File: src/rtl/timer_set_controller.sv
// timer_set_controller: debounces MODE/INC, sequences RUN -> SET_H -> SET_M -> SET_S -> COMMIT,
// holds the edited time with wrap, strobes the timer load and drives the per-field blink mask.

// Button conditioner: 2-flop synchronizer, stable-level debounce, rising-edge press pulse.
module timer_set_debounce #(
  parameter int DEBOUNCE_CYCLES = 50_000
) (
  input  logic clk,
  input  logic rst,
  input  logic btn,
  output logic press
);

  localparam int CNT_W = (DEBOUNCE_CYCLES > 1) ? $clog2(DEBOUNCE_CYCLES) : 1;
  localparam logic [CNT_W-1:0] CNT_LAST = CNT_W'(DEBOUNCE_CYCLES - 1);

  logic             sync_p0;
  logic             sync_p1;
  logic             level;
  logic [CNT_W-1:0] cnt;

  // Bring the asynchronous button level into the clock domain
  always_ff @(posedge clk or posedge rst) begin
    if (rst) begin
      sync_p0 <= 1'b0;
      sync_p1 <= 1'b0;
    end else begin
      sync_p0 <= btn;
      sync_p1 <= sync_p0;
    end
  end

  // Accept a new level once it has differed for DEBOUNCE_CYCLES samples; pulse only on presses
  always_ff @(posedge clk or posedge rst) begin
    if (rst) begin
      level <= 1'b0;
      cnt   <= '0;
      press <= 1'b0;
    end else begin
      press <= 1'b0;
      if (sync_p1 == level) begin
        cnt <= '0;
      end else if (cnt == CNT_LAST) begin
        level <= sync_p1;
        cnt   <= '0;
        press <= sync_p1;
      end else begin
        cnt <= cnt + CNT_W'(1);
      end
    end
  end

endmodule

module timer_set_controller #(
  parameter int DEBOUNCE_CYCLES   = 50_000,
  parameter int BLINK_HALF_CYCLES = 12_500_000,
  parameter int TIMEOUT_CYCLES    = 500_000_000,
  parameter int HOURS_MAX         = 23
) (
  input  logic       i_clk,
  input  logic       i_rst,
  input  logic       i_btn_mode,
  input  logic       i_btn_inc,
  input  logic [6:0] i_hours,
  input  logic [5:0] i_minutes,
  input  logic [5:0] i_seconds,
  output logic       o_run,
  output logic       o_load,
  output logic       o_show_edit,
  output logic [6:0] o_edit_hours,
  output logic [5:0] o_edit_minutes,
  output logic [5:0] o_edit_seconds,
  output logic [2:0] o_blank
);

  typedef enum logic [2:0] {
    RUN    = 3'd0,
    SET_H  = 3'd1,
    SET_M  = 3'd2,
    SET_S  = 3'd3,
    COMMIT = 3'd4
  } state_t;

  localparam int BLINK_W = (BLINK_HALF_CYCLES > 1) ? $clog2(BLINK_HALF_CYCLES) : 1;
  localparam int IDLE_W  = (TIMEOUT_CYCLES > 1) ? $clog2(TIMEOUT_CYCLES) : 1;

  localparam logic [BLINK_W-1:0] BLINK_LAST = BLINK_W'(BLINK_HALF_CYCLES - 1);
  localparam logic [IDLE_W-1:0]  IDLE_LAST  = IDLE_W'(TIMEOUT_CYCLES - 1);
  localparam logic [6:0]         HOURS_LIM  = 7'(HOURS_MAX);
  localparam logic [5:0]         MINSEC_LIM = 6'd59;

  // Captured live values above their field maximum are treated as invalid and start from 0
  function automatic logic [6:0] clamp_hours(input logic [6:0] h);
    return (h > HOURS_LIM) ? 7'd0 : h;
  endfunction

  function automatic logic [5:0] clamp_minsec(input logic [5:0] v);
    return (v > MINSEC_LIM) ? 6'd0 : v;
  endfunction

  // Increment with wrap to zero at the field maximum
  function automatic logic [6:0] wrap_hours(input logic [6:0] h);
    return (h == HOURS_LIM) ? 7'd0 : h + 7'd1;
  endfunction

  function automatic logic [5:0] wrap_minsec(input logic [5:0] v);
    return (v == MINSEC_LIM) ? 6'd0 : v + 6'd1;
  endfunction

  // One-hot {hours,minutes,seconds} selection of the field being edited
  function automatic logic [2:0] field_mask(input state_t s);
    logic [2:0] m;
    case (s)
      SET_H:   m = 3'b100;
      SET_M:   m = 3'b010;
      SET_S:   m = 3'b001;
      default: m = 3'b000;
    endcase
    return m;
  endfunction

  logic mode_press;
  logic inc_raw;
  logic inc_press;

  state_t             state;
  state_t             state_nxt;
  logic [6:0]         hours_nxt;
  logic [5:0]         minutes_nxt;
  logic [5:0]         seconds_nxt;
  logic [IDLE_W-1:0]  idle_cnt;
  logic [IDLE_W-1:0]  idle_nxt;
  logic [BLINK_W-1:0] blink_cnt;
  logic [BLINK_W-1:0] blink_nxt;
  logic               phase;
  logic               phase_nxt;
  logic               restart;

  timer_set_debounce #(.DEBOUNCE_CYCLES(DEBOUNCE_CYCLES)) u_db_mode (
    .clk   (i_clk),
    .rst   (i_rst),
    .btn   (i_btn_mode),
    .press (mode_press)
  );

  timer_set_debounce #(.DEBOUNCE_CYCLES(DEBOUNCE_CYCLES)) u_db_inc (
    .clk   (i_clk),
    .rst   (i_rst),
    .btn   (i_btn_inc),
    .press (inc_raw)
  );

  // MODE has priority: a coincident INC press is dropped
  assign inc_press = inc_raw & ~mode_press;

  // Next-state, edit-value, idle-timeout and blink-phase decisions
  always_comb begin
    state_nxt   = state;
    hours_nxt   = o_edit_hours;
    minutes_nxt = o_edit_minutes;
    seconds_nxt = o_edit_seconds;
    idle_nxt    = idle_cnt;
    blink_nxt   = blink_cnt;
    phase_nxt   = phase;
    restart     = 1'b0;

    case (state)
      RUN: begin
        if (mode_press) begin
          hours_nxt   = clamp_hours(i_hours);
          minutes_nxt = clamp_minsec(i_minutes);
          seconds_nxt = clamp_minsec(i_seconds);
          state_nxt   = SET_H;
          restart     = 1'b1;
        end
      end

      SET_H, SET_M, SET_S: begin
        if (mode_press) begin
          case (state)
            SET_H:   state_nxt = SET_M;
            SET_M:   state_nxt = SET_S;
            default: state_nxt = COMMIT;
          endcase
          restart = 1'b1;
        end else if (inc_press) begin
          case (state)
            SET_H:   hours_nxt   = wrap_hours(o_edit_hours);
            SET_M:   minutes_nxt = wrap_minsec(o_edit_minutes);
            default: seconds_nxt = wrap_minsec(o_edit_seconds);
          endcase
          restart = 1'b1;
        end else if (idle_cnt == IDLE_LAST) begin
          // Abandoned edit: back to counting, edit values kept, no load
          state_nxt = RUN;
        end else begin
          idle_nxt = idle_cnt + IDLE_W'(1);
          if (blink_cnt == BLINK_LAST) begin
            blink_nxt = '0;
            phase_nxt = ~phase;
          end else begin
            blink_nxt = blink_cnt + BLINK_W'(1);
          end
        end
      end

      COMMIT: state_nxt = RUN;

      default: state_nxt = RUN;
    endcase

    // Every entry into a SET state and every accepted press shows the field immediately
    if (restart) begin
      idle_nxt  = '0;
      blink_nxt = '0;
      phase_nxt = 1'b1;
    end
  end

  // State register with outputs registered from the next-state decode
  always_ff @(posedge i_clk or posedge i_rst) begin
    if (i_rst) begin
      state          <= RUN;
      idle_cnt       <= '0;
      blink_cnt      <= '0;
      phase          <= 1'b1;
      o_run          <= 1'b1;
      o_load         <= 1'b0;
      o_show_edit    <= 1'b0;
      o_edit_hours   <= '0;
      o_edit_minutes <= '0;
      o_edit_seconds <= '0;
      o_blank        <= 3'b000;
    end else begin
      state          <= state_nxt;
      idle_cnt       <= idle_nxt;
      blink_cnt      <= blink_nxt;
      phase          <= phase_nxt;
      o_run          <= (state_nxt == RUN);
      o_load         <= (state_nxt == COMMIT);
      o_show_edit    <= (state_nxt != RUN);
      o_edit_hours   <= hours_nxt;
      o_edit_minutes <= minutes_nxt;
      o_edit_seconds <= seconds_nxt;
      o_blank        <= field_mask(state_nxt) & {3{~phase_nxt}};
    end
  end

endmodule

File: config.mk
export PLATFORM = sky130hd
export DESIGN_NAME = timer_set_controller
export DESIGN_NICKNAME = d
export VERILOG_FILES = /design/src/rtl/timer_set_controller.sv
export SDC_FILE = /design/constraint.sdc
export NUM_CORES = 1
export LEC_CHECK = 0
export BUFFER_PORTS_ARGS = -buffer_cell sky130_fd_sc_hd__buf_4
export CORE_ASPECT_RATIO = 1.2
export CORE_MARGIN = 4
export CORE_UTILIZATION = 63
export CTS_BUF_LIST = sky130_fd_sc_hd__clkbuf_2
export DETAILED_ROUTE_END_ITERATION = 6
export PLACE_DENSITY = 0.83
export SLEW_MARGIN = 20
export SYNTH_ARGS = -nofsm -noshare
export SYNTH_HDL_FRONTEND = slang
export SYNTH_HIERARCHICAL = 1
export SYNTH_SLANG_ARGS = --single-unit
File: constraint.sdc
create_clock -name i_clk -period 3.2 [get_ports i_clk]
set_clock_uncertainty 0.15 [all_clocks]
set_input_delay 0 -clock i_clk [delete_from_list [all_inputs] [get_ports i_clk]]
set_output_delay 0 -clock i_clk [all_outputs]
set_load 0.1 [all_outputs]
==> impl_metrics.ini <==
[status]
outcome = complete, no violations

[floorplanning]
io_pins = 48
fp.dieH_um = 122
die_area_um2 = 12500
core_um2 = 10500
fp.dieW_um = 103
start_util = 0.647
rows = 41

[placement]
place_ws_ns = 0.661
placed_cell_area_um2 = 7270
port_buffers = 47
gp_congestion = 0.895
place_hpwl_um = 10800

[setup_path]
start_kind = flop
path_delay_family = compound AO/OA/AOI/OAI gates
crit_start = state[2]
reg2reg_from = state[2]
reg2reg_slack_ns = 0.25
path_cells = o21ba_2, a2111oi_0, buf_4, a22oi_1, dlygate4sd3_1, o21ai_0
r2r_end = o_edit_hours[1]
cp_slowest_stage_delay_ns = 0.66
worst_ep_arrival_time_ns = 3.42
cp_slowest_cell = dfrtp_1
critPathBufInv = 2
reg2reg_depth = 6
cp_max_fo = 15
crit_type = flop to flop
end_kind = flop
critPathRequiredTime_ns = 3.67

[logic_synthesis]
syn_area_um2 = 6810
synth-edff-count = 0
synth_seq_area_share = 0.449
yosysTopAreaCellShare = 0.441
synth_nets = 774
yosysWarnings = 6
postSynth.asyncResetShare = 1.00
syn_inst = 744
syn_area_per_cell_um2 = 9.15
synthFlopType = dfrtp_1
yosys-top-cells-count = dfrtp_1, nor2_1, nand2_1
yosysTopAreaCell = dfrtp_1
synth_area_leaders = dfrtp_1, a21oi_1, nor2_1, nand2_1, o31ai_1
synth_seq_cells = 122
yosysMostFrequentCell = dfrtp_1
ys_types = 62

[final_layout]
fill_cells = 649
syn_to_final_growth_pct = 18.6
seqCellArea_um2 = 3060
fin_nets = 870
drive_above_1_share = 0.147
multi_input_area_um2 = 3530
finalInstanceArea_um2 = 8080

[power]
power_density_nw_per_um2 = 345
power_frac_clock = 0.381
p_sw_mw = 0.716
seqPwrFrac = 0.561
swShare = 0.257
vdd_ir_drop_max_v = 0.000365
finalPower_mw = 2.79
pwr-share-comb = 0.058
leakagePower_nw = 3.25
internal_power_mw = 2.07

[global_routing]
antenna_found_initial = 1
grt_use_total = 0.299
grt_overflow = 0
grt_pass1_wl_um = 29800
grt_max_degree = 40
first_global_vias = 6348

[timing]
worst_pin_slew_ns = 0.725
post-route-period-util = 0.922
max_freq_mhz = 339
period_minus_slack_ns = 2.95
grt_setup_unrepaired = no
finalMaxSlewViolations = 0
tns_ns = 0
fin_ws_ns = 0.250
slew_headroom = 0.504
finalHoldViolations = 0
setup_violations = 0
timing.hold.ws_ns = 0.222

[worst_hold_path]
min_to = u_db_mode/sync_p1
hp-class = flop to flop
hold_depth = 0
min-delay-start = u_db_mode/sync_p0

[clock_tree]
cts_tree = built
clk_path_buf_depth = 2
cts_root_buffer = clkbuf_2
clk_pin_slew_ns = 0.18
cts_sinks = 122
post_cts_buffers = 0
h-tree-depth = 4
clock_latency_ns = 0.72
cts_buffers = 17

[routing]
avgRoutedWirePerCell_um = 18.2
vias = 6496
drtIter0Drc = 509
viasPerCell = 6.60
wirelength_um = 17900
drcViolationCount = 0
antenna_left = 0
dr.pass1.iters = 5

[job]
cap_violations = 0
[registers in the layout, indices dropped and copies added, names as in the netlist, 3 cells and up]
| signal | count |
|---|---|
| blink_cnt | 24 |
| idle_cnt | 29 |
| o_blank | 3 |
| o_edit_hours | 7 |
| o_edit_minutes | 6 |
| o_edit_seconds | 6 |
| state | 3 |
| u_db_inc/cnt | 16 |
| u_db_mode/cnt | 16 |
[through the flow]
step / util / std cells
finish: 0.768 / 984
detailed placement: 0.691 / 896
global placement: 0.691 / 896
floorplan: - / 744
CTS: 0.768 / 982
global route: 0.768 / 983
[metal layers]
metal,global-route usage,routed length (um),part of all wire
met5,0,0,0
met4,0.156,627,0.035
met3,0.0636,861,0.048
met2,0.504,9520,0.53
met1,0.353,6930,0.39
[timing repair]
item,CTS,global route
gates resized for setup,0,0
hold endpoints to repair,141,0
hold buffers,54,0
[cell type report]
type,instances,area share
antenna,2,0.000620
clock buffer,18,0.0112
clock inverter,14,0.0215
inverter,11,0.00527
multi-input combinational,571,0.438
sequential,122,0.378
tap,129,0.0200
timing repair buffer,117,0.125
[power groups by stage]
stage                     clock (mW)  combinational (mW)  sequential [mW]
final                           1.06               0.161             1.56
after global routing            1.15               0.174             1.57
after CTS                       1.07               0.153             1.56
after detailed placement           0               0.103             1.59
after global placement             0               0.100             1.59
after floorplan                    0              0.0491             1.60
[placed cells by master (no fill, tap or decap), types with 4 or more instances in the layout]
| cell type | count |
|---|---|
| xor2_1 | 8 |
| nand4b_1 | 4 |
| nor4_1 | 18 |
| nor3b_1 | 7 |
| nor2_1 | 66 |
| nand4_1 | 27 |
| a21oi_1 | 52 |
| or3_1 | 6 |
| mux2i_1 | 11 |
| o31ai_1 | 28 |
| o21ba_2 | 5 |
| a31o_2 | 6 |
| clkbuf_2 | 18 |
| o31a_1 | 5 |
| nor4b_1 | 5 |
| nor2b_1 | 9 |
| nand2b_1 | 5 |
| and3_1 | 21 |
| buf_4 | 63 |
| and2_1 | 7 |
| dfrtp_1 | 120 |
| nand2_1 | 58 |
| or4_1 | 28 |
| inv_1 | 10 |
| clkinv_4 | 5 |
| xnor2_1 | 22 |
| nand3_1 | 41 |
| nor4bb_1 | 4 |
| ha_1 | 7 |
| a31oi_1 | 9 |
| dlygate4sd3_1 | 54 |
| o21ai_0 | 36 |
| nor3_1 | 24 |
| and4_1 | 12 |
[how the worst max path moves through the flow]
| stage | end | slack (ns) | cells after the start |
|---|---|---|---|
| floorplan | o_edit_minutes[5] | 0.89 | 6 |
| global placement | blink_cnt[16] | 0.77 | 7 |
| detailed placement | blink_cnt[22] | 0.66 | 7 |
| CTS | o_edit_hours[0] | 0.56 | 6 |
| global route | o_edit_hours[1] | 0.24 | 6 |
| finish | o_edit_hours[1] | 0.25 | 6 |
[kinds of logic (layout without fill, tap and decap cells)]
logic type	count (synthesis)	in the layout	synth area share
and+or+nand+nor	360	360	0.300
other	0	2	0
xor gates and xnor gates	30	30	0.0386
muxes	13	13	0.0195
AOI/OAI and AO/OA	161	161	0.148
buffers and inverters	51	160	0.0329
adders and majority gates	7	7	0.0129
DFF	122	122	0.449
No activity file was read; power rests on OpenSTA's default activity.
